$ cat src/rtl/img_pkg.sv
// Shared image geometry defaults and scheduler state encoding for the 3x3 window path.
package img_pkg;

    localparam int IMG_WIDTH  = 512;
    localparam int IMG_HEIGHT = 512;
    localparam int PIX_W      = 8;
    localparam int PRIME_ROWS = 4;
    localparam int ROW_CNT_W  = 12;

    typedef enum logic [2:0] {
        IDLE  = 3'd0,
        PRIME = 3'd1,
        WAIT  = 3'd2,
        FEED  = 3'd3,
        DRAIN = 3'd4
    } state_t;

endpackage

$ cat src/rtl/row_feed_scheduler.sv
// Meters source pixels into the window controller: primes four row buffers, then
// releases one row per window-row interrupt so an unread row is never overwritten.
module row_feed_scheduler #(
    parameter int IMG_WIDTH  = img_pkg::IMG_WIDTH,
    parameter int IMG_HEIGHT = img_pkg::IMG_HEIGHT,
    parameter int PIX_W      = img_pkg::PIX_W
) (
    input  logic                          clk,
    input  logic                          rst,
    input  logic                          start,
    input  logic [PIX_W-1:0]              src_data,
    input  logic                          src_valid,
    output logic                          src_ready,
    output logic [PIX_W-1:0]              pix_out,
    output logic                          pix_out_valid,
    input  logic                          win_interrupt,
    output logic                          busy,
    output logic                          frame_done,
    output logic [img_pkg::ROW_CNT_W-1:0] rows_sent,
    output logic [img_pkg::ROW_CNT_W-1:0] rows_done,
    output logic                          credit_err
);
    import img_pkg::*;

    localparam int BEAT_W = (IMG_WIDTH > 1) ? $clog2(IMG_WIDTH) : 1;
    localparam logic [BEAT_W-1:0]    LAST_BEAT   = BEAT_W'(IMG_WIDTH - 1);
    localparam logic [ROW_CNT_W-1:0] HEIGHT_ROWS = ROW_CNT_W'(IMG_HEIGHT);
    localparam logic [ROW_CNT_W-1:0] DONE_ROWS   = ROW_CNT_W'(IMG_HEIGHT - 2);
    localparam logic [ROW_CNT_W-1:0] PRIME_LAST  = ROW_CNT_W'(PRIME_ROWS - 1);

    state_t            state;
    state_t            state_nxt;
    logic [BEAT_W-1:0] beat_cnt;
    logic [1:0]        credits;
    logic              beat;
    logic              row_wrap;
    logic              start_acc;
    logic              credit_add;
    logic              credit_take;
    logic              frame_end;

    assign beat       = src_valid & src_ready;
    assign row_wrap   = beat && (beat_cnt == LAST_BEAT);
    assign start_acc  = (state == IDLE) && start;
    // Interrupts seen while idle belong to no frame, so they earn no credit.
    assign credit_add = win_interrupt && (state != IDLE);

    always_ff @(posedge clk) begin
        if (rst) begin
            state <= IDLE;
        end else begin
            state <= state_nxt;
        end
    end

    always_comb begin
        state_nxt   = state;
        credit_take = 1'b0;
        frame_end   = 1'b0;
        case (state)
            IDLE: begin
                if (start) state_nxt = PRIME;
            end
            PRIME: begin
                if (row_wrap && (rows_sent == PRIME_LAST)) state_nxt = WAIT;
            end
            WAIT: begin
                if (rows_sent == HEIGHT_ROWS) begin
                    state_nxt = DRAIN;
                end else if (credits != 2'd0) begin
                    state_nxt   = FEED;
                    credit_take = 1'b1;
                end
            end
            FEED: begin
                if (row_wrap) state_nxt = WAIT;
            end
            DRAIN: begin
                // The last two rows never complete a window row, so the frame ends two short.
                if (rows_done == DONE_ROWS) begin
                    state_nxt = IDLE;
                    frame_end = 1'b1;
                end
            end
            default: state_nxt = IDLE;
        endcase
    end

    always_ff @(posedge clk) begin
        if (rst) begin
            src_ready     <= 1'b0;
            pix_out       <= '0;
            pix_out_valid <= 1'b0;
            busy          <= 1'b0;
            frame_done    <= 1'b0;
            rows_sent     <= '0;
            rows_done     <= '0;
            credit_err    <= 1'b0;
            credits       <= 2'd0;
            beat_cnt      <= '0;
        end else begin
            // Registered from the next state so ready never depends on src_valid.
            src_ready     <= (state_nxt == PRIME) || (state_nxt == FEED);
            pix_out_valid <= beat;
            if (beat) pix_out <= src_data;
            frame_done    <= frame_end;

            if (start_acc) begin
                busy <= 1'b1;
            end else if (frame_end) begin
                busy <= 1'b0;
            end

            if (start_acc) begin
                beat_cnt  <= '0;
                rows_sent <= '0;
            end else if (beat) begin
                beat_cnt <= row_wrap ? '0 : beat_cnt + 1'b1;
                if (row_wrap) rows_sent <= rows_sent + 1'b1;
            end

            if (start_acc) begin
                rows_done <= '0;
            end else if (win_interrupt) begin
                rows_done <= rows_done + 1'b1;
            end

            if (start_acc) begin
                credits    <= 2'd0;
                credit_err <= 1'b0;
            end else if ((state == WAIT) && (state_nxt == DRAIN)) begin
                credits <= 2'd0;
            end else begin
                case ({credit_add, credit_take})
                    2'b10: begin
                        if (credits == 2'd3) credit_err <= 1'b1;
                        else                 credits    <= credits + 2'd1;
                    end
                    2'b01:   credits <= credits - 2'd1;
                    default: credits <= credits;
                endcase
            end
        end
    end

endmodule

$ cat config.mk
export PLATFORM = sky130hd
export DESIGN_NAME = row_feed_scheduler
export DESIGN_NICKNAME = d
export VERILOG_FILES = /design/src/rtl/img_pkg.sv /design/src/rtl/row_feed_scheduler.sv
export SDC_FILE = /design/constraint.sdc
export NUM_CORES = 1
export LEC_CHECK = 0
export CELL_PAD_IN_SITES_DETAIL_PLACEMENT = 0
export CELL_PAD_IN_SITES_GLOBAL_PLACEMENT = 1
export CORE_MARGIN = 2
export CORE_UTILIZATION = 40
export DETAILED_ROUTE_END_ITERATION = 7
export GPL_TIMING_DRIVEN = 0
export PLACE_DENSITY_LB_ADDON = 0.1
export RECOVER_POWER = 100
export SLEW_MARGIN = 15
export SYNTH_ARGS = -nofsm -noshare
export SYNTH_HDL_FRONTEND = slang
export SYNTH_SLANG_ARGS = --single-unit
$ cat constraint.sdc
create_clock -name clk -period 5.9 [get_ports clk]
set_clock_uncertainty 0.1 [all_clocks]
set_input_delay 0.59 -clock clk [delete_from_list [all_inputs] [get_ports clk]]
set_output_delay 0.59 -clock clk [all_outputs]
set_load 0.01 [all_outputs]
Word-level counts from Yosys, hierarchy flattened
Cells that the tools add are included.
{"block": "classes", "eq_ne": 15, "n_reduce_logical": 16, "multipliers": 0, "n_lt_le_gt_ge": 0, "muxes": 17, "bitwise_logic": 2, "n_addsub": 5, "shifts": 0, "n_div": 0}
{"op": "adder 12 x 1 -> 12 bit, second input constant", "n": 2}
{"op": "two-way mux 3 bit", "n": 6}
{"op": "case mux 3 bit (5 select lines)", "n": 1}
{"op": "== test 12 x 10 -> 1 bit, second input constant", "n": 1}
{"op": "== test 12 x 2 -> 1 bit, second input constant", "n": 1}
{"op": "== test 12 x 9 -> 1 bit, second input constant", "n": 1}
{"op": "adder 9 x 1 -> 9 bit, second input constant", "n": 1}
{"op": "== test 3 x 2 -> 1 bit, second input constant", "n": 3}
{"op": "== test 9 bit, second input constant", "n": 1}
{"op": "two-way mux 9 bit", "n": 1}
{"op": "two-way mux 1 bit", "n": 7}
{"op": "== test 3 x 1 -> 1 bit, second input constant", "n": 2}
{"op": "== test 3 bit, second input constant", "n": 2}
{"op": "nonzero test 2 bit", "n": 3}
{"op": "logical AND 1 bit", "n": 5}
{"op": "== test 2 bit, second input constant", "n": 2}
{"op": "case mux 2 bit (2 select lines)", "n": 1}
{"op": "AND reduction 2 bit", "n": 2}
{"op": "logical NOT 3 bit", "n": 1}
{"op": "AND reduction 3 bit", "n": 1}
{"op": "nonzero test 3 bit", "n": 1}
{"op": "OR reduction 3 bit", "n": 1}
{"op": "adder 2 x 1 -> 2 bit, second input constant", "n": 1}
{"op": "== test 2 x 1 -> 1 bit, second input constant", "n": 1}
{"op": "7 further kinds", "n": 7}
{"block": "word_totals", "word_cells": 66, "output_inout_bits": 37, "ramBits": 0, "rom_bits": 0, "regBits": 51, "n_memories": 0, "latchBits": 0, "in_bits": 13}

Depth between registers and ports, before layout
Gate-level depths: netlist of run 1.
{"block": "logic_depth", "depth_word": 9, "depth_mapped": 9, "mapped_depth_nobuf": 8}

Worst setup path before layout of run 1
Ideal clock, no wire load.
{"block": "synth_timing", "path_type": "register to register", "from": "register beat_cnt[0]", "to": "register rows_sent[11] in the netlist's numbering", "synth_period_minus_slack_ns": 1.873, "t_required_ns": 5.741, "setup_time_ns": 0.059, "arrival_time_ns": 1.714, "path_stages_with_launch": 10, "path_buffers": 1, "path_slack_ns": 4.027, "path_cell_list": "dfxtp_1 ha_1 nand3_1 nor2_1 ha_1 and3_1 buf_2 nand3_1 or4_1 nand2_1"}
{"block": "synth_via", "elab_chain_len": 3}
{"element": "from (decl)", "line": "row_feed_scheduler.sv:33", "source": "logic [BEAT_W-1:0] beat_cnt;"}
{"element": "from (signal assigned)", "line": "row_feed_scheduler.sv:118", "source": "beat_cnt <= row_wrap ? '0 : beat_cnt + 1'b1;"}
{"element": "== test 9 bit", "line": "row_feed_scheduler.sv:43", "source": "assign row_wrap = beat && (beat_cnt == LAST_BEAT);"}
{"element": "logical AND 1 bit", "line": "row_feed_scheduler.sv:43"}
{"element": "AND reduction 2 bit (no line)"}
{"element": "to (signal assigned)", "line": "row_feed_scheduler.sv:119", "source": "if (row_wrap) rows_sent <= rows_sent + 1'b1;"}
{"element": "to (decl)", "line": "row_feed_scheduler.sv:19", "source": "output logic [img_pkg::ROW_CNT_W-1:0] rows_sent,"}
Every way passes these cells.
A chain may end at the register's enable or synchronous reset.

Final worst setup path of run 1
{"block": "layout_timing", "from": "input start", "to": "register rows_done[8] in the netlist's numbering"}
{"block": "layout_via", "elab_chain_len": 2}
{"element": "from (decl)", "line": "row_feed_scheduler.sv:10", "source": "input logic start,"}
{"element": "logical AND 1 bit", "line": "row_feed_scheduler.sv:44", "source": "assign start_acc = (state == IDLE) && start;"}
{"element": "OR reduction 2 bit (no line)"}
{"element": "to (signal assigned)", "line": "row_feed_scheduler.sv:125", "source": "rows_done <= rows_done + 1'b1;"}
{"element": "to (decl)", "line": "row_feed_scheduler.sv:20", "source": "output logic [img_pkg::ROW_CNT_W-1:0] rows_done,"}
Every way passes these cells.

==> results of run 1 <==
-- cell usage after synthesis (all sizes together) (5+ instances only) --
library cell,number
dfxtp,51
nand2,38
nor2,35
a21oi,17
nand3,17
xor2,13
xnor2,11
and3,9
clkbuf,9
buf,7
inv,7
nand4,7
ha,6
and4,5
nor3,5
o211ai,5
-- per-stage QoR --
| stage | worst slack, ps | std cells | hold slack, ps |
|---|---|---|---|
| 2_1_floorplan | 4030 | 277 | 341 |
| 5_1_grt | 3320 | 406 | 382 |
| 4_1_cts | 3750 | 406 | 355 |
| 6_report | 3490 | 406 | 350 |
| 3_3_place_gp | 3540 | 398 | 340 |
| 3_5_place_dp | 3520 | 398 | 343 |
-- registers in the layout, indices dropped and copies added (netlist names) --
register and count:
pix_out_valid 1, pix_out 8, rows_done 12, beat_cnt 9
frame_done 1, src_ready 1, credit_err 1, busy 1
credits 2, state 3, rows_sent 12
-- worst paths after layout --
check | from | to | slack [ps] | cells past startpoint
worst max-delay path | start | rows_done[8]$_SDFFE_PP0P_ | 3490 | 6
worst min-delay path | credit_err$_SDFFE_PP0P_ | credit_err$_SDFFE_PP0P_ | 350 | 2
worst max register to register | beat_cnt[0]$_SDFFE_PP0P_ | rows_sent[9]$_SDFFE_PP0P_ | 3590 | 9
worst min register to register | credit_err$_SDFFE_PP0P_ | credit_err$_SDFFE_PP0P_ | 350 | 2
-- layout make-up --
class | instances | area, µm² | area share (%)
plain buffers | 16 | 76.3 | 2.57
clock buffers | 7 | 76.3 | 2.57
clock inverters | 1 | 5.00 | 0.168
inverters | 7 | 26.3 | 0.883
multi-input cells | 203 | 1190 | 40.0
flip-flops and latches | 51 | 1020 | 34.3
well taps | 72 | 90.1 | 3.03
repair buffers | 49 | 490 | 16.5
-- cell families after synthesis --
logic type,Yosys count
AND/OR/NAND/NOR,134
flip-flops,51
XOR/XNOR,24
adder cells (fa/ha/maj),6
AO/OA/AOI/OAI,39
buffers and inverters,23
-- per-layer routing --
| metal | vias to the layer above | track usage, % |
|---|---|---|
| li1 | 1072 | - |
| met1 | 959 | 23.5 |
| met2 | 42 | 27.4 |
| met3 | 7 | 3.82 |
| met4 | 0 | 5.59 |
| met5 | - | 0 |
-- worst min-delay path, cell delays in order, from the launching register on --
cell and delay, ps:
dfxtp_1 320, inv_1 50, a21oi_1 50
-- power by group through the flow --
| stage | Sequential, W | Clock [W] | Combinational, W |
|---|---|---|---|
| 2_1_floorplan | 0.000366 | 0 | 0.0000283 |
| 3_3_place_gp | 0.000364 | 0 | 0.0000599 |
| 3_5_place_dp | 0.000365 | 0 | 0.0000598 |
| 4_1_cts | 0.000357 | 0.000203 | 0.0000603 |
| 5_1_grt | 0.000358 | 0.000217 | 0.0000634 |
| 6_report | 0.000356 | 0.000194 | 0.0000566 |
==> impl_metrics.yaml, run 1 <==
timing:
  layout_min_cycle_time_ps: 2410
  fin_crit_sh_pct: 40.9
  slew_headroom_pct: 65.8
  setup_viol: 0
  setup_tns_ps: 0
  hold_violations: 0
  worst_pin_slew_ps: 511
  rsz0062_at_grt: "no"
  max_freq_mhz: 414
  final_max_slew_viol_count: 0
drt:
  drt-total-wl_um: 5210
  viasPerCell: 5.12
  wl_met3_um: 167
  wl_met1_um: 2560
  vias: 2080
  drt_iter0_drc: 67
  firstDrtPassIters: 4
  wire_per_inst_um: 12.8
  wl_met2_um: 2410
  routed.top_layer: "met4"
  ant_nets: 0
  drc: 0
clocking:
  postCtsHoldBufs: 0
  clkLatencyLatePin_ps: 300
  cts_setup_buffers: 0
  path_clk_slew_ps: 80
  cts_tree: "yes"
  h-tree-depth: 2
  root_buffer: "clkbuf_8"
  cts_sinks: 51
  cts_buffer_depth: 2
  cts.repair.resized: 0
  numCtsBuffers: 5
synthesis:
  ys_seq_elements: 51
  yosysTopAreaCellShare_pct: 44.0
  synth-seq-area-share_pct: 44.0
  synth-edff-count: 0
  synth_fa_ha_area_share_pct: 3.23
  syn_avg_cell_area_um2: 8.38
  ys_top_cells_by_area: "dfxtp_1 (44%), nand2_1 (6.1%), nor2_1 (5.7%)"
  synthMuxAreaShare_pct: 0
  synth_compound_area_share_pct: 10.7
  synthDistinctLibCells: 41
  synth_xor_xnor_area_share_pct: 9.05
  ys.warnings.count: 0
  yosysTopAreaCell: "dfxtp_1"
  async_flop_share_pct: 0
  synthCells: 277
  synth_top_family_by_area: "simple AND/OR/NAND/NOR gates"
  synthFlopType: "dfxtp_1"
  synth_area_mm2: 0.00232
  synth.net_count: 296
  synth-simple-area-share_pct: 28.5
pwr:
  comb_power_share_pct: 9.3
  power_frac_seq_pct: 58.7
  peakVddDrop_uv: 88.4
  p_int_w: 0.000459
  p_switching_w: 0.000148
  p_sw_share_pct: 24.4
  p_clk_share_pct: 32.0
  power_w: 0.000607
  p_per_area_mw_per_mm2: 204
  p_leak_nw: 1.16
flow_run:
  cap_viol_max_count: 0
place:
  io_buffer_count: 49
  gp_congestion: 0.757
  place_area_mm2: 0.00290
  place_hpwl_um: 3740
worst_setup_path:
  start_kind: "input pin"
  critPathBufInv: 3
  crit_fanout: 10
  slowest_delay_ps: 580
  cp_cell_sequence: "dlygate4sd3_1 -> nor4b_1 -> or2_1 -> clkbuf_1 -> clkbuf_1 -> nor2_1"
  arrival_ps: 2490
  crit_top_cell: "clkbuf_1"
  crit_path_end_kind: "flip-flop"
  cp_top_family: "buffers and inverters"
  critPathSlowestCell: "dlygate4sd3_1"
  cp.required_ps: 5980
  criticalPathCategory: "in -> reg"
global_route:
  grt_max_degree: 15
  antenna_found_initial: 0
  grt_pass1_vias: 1921
  grt_pass1_wl_um: 8780
  overflow: 0
  grt_usage_pct: 17.4
finish:
  drive_above_1_share_pct: 2.99
  final_common_cell: "dfxtp_1"
  nFillCells: 560
  antenna-diode-count: 0
  synthToLayoutAreaGrowth_pct: 28.1
  layout_common_cells: "dfxtp_1 (51), dlygate4sd3_1 (40), nand2_1 (38)"
  final_nets: 352
  final_cell_area_mm2: 0.00297
  finish.utilization_pct: 53.7
floorplan:
  core_mm2: 0.00554
  die_h_um: 80.2
  initial_utilization_pct: 41.9
  die_w_um: 80.2
  rows: 27
  fp.dieArea_mm2: 0.00643
  io_pins: 50
hold_path:
  min_path_type: "reg -> reg"
status:
  status: "completed"
Power figures use the tool's default switching activity.
==> run 2, diff against run 1 <==
--- a/config.mk
+++ b/config.mk
@@ -8,7 +8,7 @@
 export CELL_PAD_IN_SITES_DETAIL_PLACEMENT = 0
 export CELL_PAD_IN_SITES_GLOBAL_PLACEMENT = 1
 export CORE_MARGIN = 2
-export CORE_UTILIZATION = 40
+export CORE_UTILIZATION = 33
 export DETAILED_ROUTE_END_ITERATION = 7
 export GPL_TIMING_DRIVEN = 0
 export PLACE_DENSITY_LB_ADDON = 0.1
==> constraint.sdc (replaced) <==
create_clock -name clk -period 2.12 [get_ports clk]
set_clock_uncertainty 0.1 [all_clocks]
set_input_delay 0.212 -clock clk [delete_from_list [all_inputs] [get_ports clk]]
set_output_delay 0.212 -clock clk [all_outputs]
set_load 0.01 [all_outputs]
==> run 2 against run 1 <==
Effect of this change:
- die area up 20%
- sequential share of layout area down 0.87 points
- critical path depth rose by 3
- sequential power grew to 2.8 times the previous value
- via count about the same
- utilization fell by 8.5 points
- count of clock-buffer cells in the layout fell by 1
- global-route usage is 2.3 points lower
- clock power rose to 4.1 times the previous value
- critical path type is now reg -> reg
- largest power group unchanged
==> impl_metrics.yaml, run 2 (synthesis results as in run 1) <==
timing:
  hold_violations: 0
  fin_crit_sh_pct: 92.9
  setup_viol: 0
  holdWs_ps: 344
  rsz0062_at_grt: "no"
  slew_headroom_pct: 62.3
  layout_min_cycle_time_ps: 1970
  setup_tns_ps: 0
  max_freq_mhz: 508
  worst_pin_slew_ps: 563
  final_max_slew_viol_count: 0
hold_path:
  min_path_type: "reg -> reg"
  hold-path-cell-count: 2
  min_from: "credit_err$_SDFFE_PP0P_"
worst_setup_path:
  crit_cells: 9
  arrival_ps: 2110
  cp_top_family: "simple AND/OR/NAND/NOR gates"
  timing.rr.start: "beat_cnt[0]$_SDFFE_PP0P_"
  critPathLaunch: "beat_cnt[0]$_SDFFE_PP0P_"
  crit_path_end_kind: "flip-flop"
  criticalPathCategory: "reg -> reg"
  critPathBufInv: 1
  worst-r2r-cell-count: 9
  start_kind: "flip-flop"
  cp_cell_sequence: "ha_4 -> nand3_1 -> nor2_2 -> ha_1 -> and3_1 -> buf_4 -> nand3_1 -> or4_1 -> nand2_1"
  slowest_delay_ps: 410
  crit_top_cell: "nand3_1"
  crit_fanout: 8
  cp.required_ps: 2260
  critPathSlowestCell: "or4_1"
pwr:
  peakVddDrop_uv: 293
  p_leak_nw: 1.19
  p_per_area_mw_per_mm2: 636
  power_w: 0.00195
global_route:
  grt_pass1_vias: 1962
  grt_pass1_wl_um: 9290
  grt_usage_pct: 15.1
  overflow: 0
  grt_max_degree: 16
  antenna_found_initial: 0
drt:
  viasPerCell: 4.85
  ant_nets: 0
  vias: 2081
  drt-total-wl_um: 5540
  drc: 0
  drt_iter0_drc: 82
  firstDrtPassIters: 4
  wire_per_inst_um: 12.9
place:
  io_buffer_count: 49
  place_hpwl_um: 3860
  gp_congestion: 0.765
finish:
  reg_top3: "rows_done (12), rows_sent (12), beat_cnt (9)"
  antenna-diode-count: 0
  finish.utilization_pct: 45.2
  layout_common_cells: "dfxtp_1 (48), nand2_1 (38), dlygate4sd3_1 (38)"
  final_nets: 351
  synthToLayoutAreaGrowth_pct: 32.2
  nFillCells: 701
  drive_above_1_share_pct: 5.41
  final_common_cell: "dfxtp_1"
floorplan:
  io_pins: 50
  fp.dieArea_mm2: 0.00772
  rows: 30
  die_w_um: 87.9
  die_h_um: 87.9
  core_mm2: 0.00679
  initial_utilization_pct: 34.2
clocking:
  postCtsHoldBufs: 0
  clkLatencyLatePin_ps: 300
  cts_sinks: 51
  cts_buffer_depth: 2
  cts_tree: "yes"
  path_clk_slew_ps: 100
  numCtsBuffers: 5
  h-tree-depth: 2
  root_buffer: "clkbuf_8"
status:
  status: "completed"
flow_run:
  cap_viol_max_count: 0
==> run 2: cell count changes in the layout (fill, tap and decap cells not counted), moves of 2 or more <==
cell,delta
clkbuf_1,-5
clkbuf_2,+3
dlygate4sd3_1,-2
bufinv_16,+2
clkdlybuf4s50_1,+2
dfxtp_1,-3
dfxtp_2,+2
==> run 2: through the flow <==
stage          setup slack [ps]  cells  instance area [µm²]
5_1_grt                    12.7    429                 3070
4_1_cts                    31.6    429                 3070
6_report                    150    429                 3070
2_1_floorplan               247    277                 2320
3_5_place_dp              -53.2    422                 2930
3_3_place_gp              -42.3    422                 2930
==> run 2: repair_timing <==
item,4_1_cts,5_1_grt
buffers inserted,0,0
cloned,0,0
resized for setup,2,6
endpoints found under the setup margin,3,4
==> run 2: worst paths after layout <==
kind	endpoint	slack (ps)
worst min register to register	credit_err$_SDFFE_PP0P_	340
worst min-delay path	credit_err$_SDFFE_PP0P_	340
worst max-delay path	rows_sent[11]$_SDFFE_PP0P_	150
worst max register to register	rows_sent[11]$_SDFFE_PP0P_	150
==> run 2: final cells by class <==
cell class / count / area [µm²] / area share [%]
Buffer: 15 / 72.6 / 2.36
Clock buffer: 6 / 72.6 / 2.36
Multi-Input combinational cell: 203 / 1200 / 39.1
Clock inverter: 2 / 60.1 / 1.96
Timing Repair Buffer: 49 / 490 / 16.0
Tap cell: 96 / 120 / 3.91
Sequential cell: 51 / 1030 / 33.5
Inverter: 7 / 26.3 / 0.856
==> run 2: power by group <==
| part | internal (W) | total, W | leakage (nW) | switching, W |
|---|---|---|---|---|
| combinational | 0.0000711 | 0.000161 | 0.707 | 0.0000894 |
| clock | 0.000472 | 0.000800 | 0.0654 | 0.000328 |
| sequential | 0.000976 | 0.000992 | 0.415 | 0.0000157 |
==> run 2: worst reg2reg max path: stages, from the launching register on <==
cell,delay [ps]
dfxtp_4,380
ha_4,150
nand3_1,90
nor2_2,110
ha_1,180
and3_1,160
buf_4,150
nand3_1,100
or4_1,410
nand2_1,80
==> run 2: layer usage <==
metal  wire [µm]  global-route usage, %  up-vias  part of all wire, %
met4          63                   4.48        0                  1.1
li1            -                      -     1068                    -
met1        2830                   21.7      968                   51
met3         257                   4.15        7                  4.6
met2        2390                   22.0       38                   43
met5           0                      0        -                    0
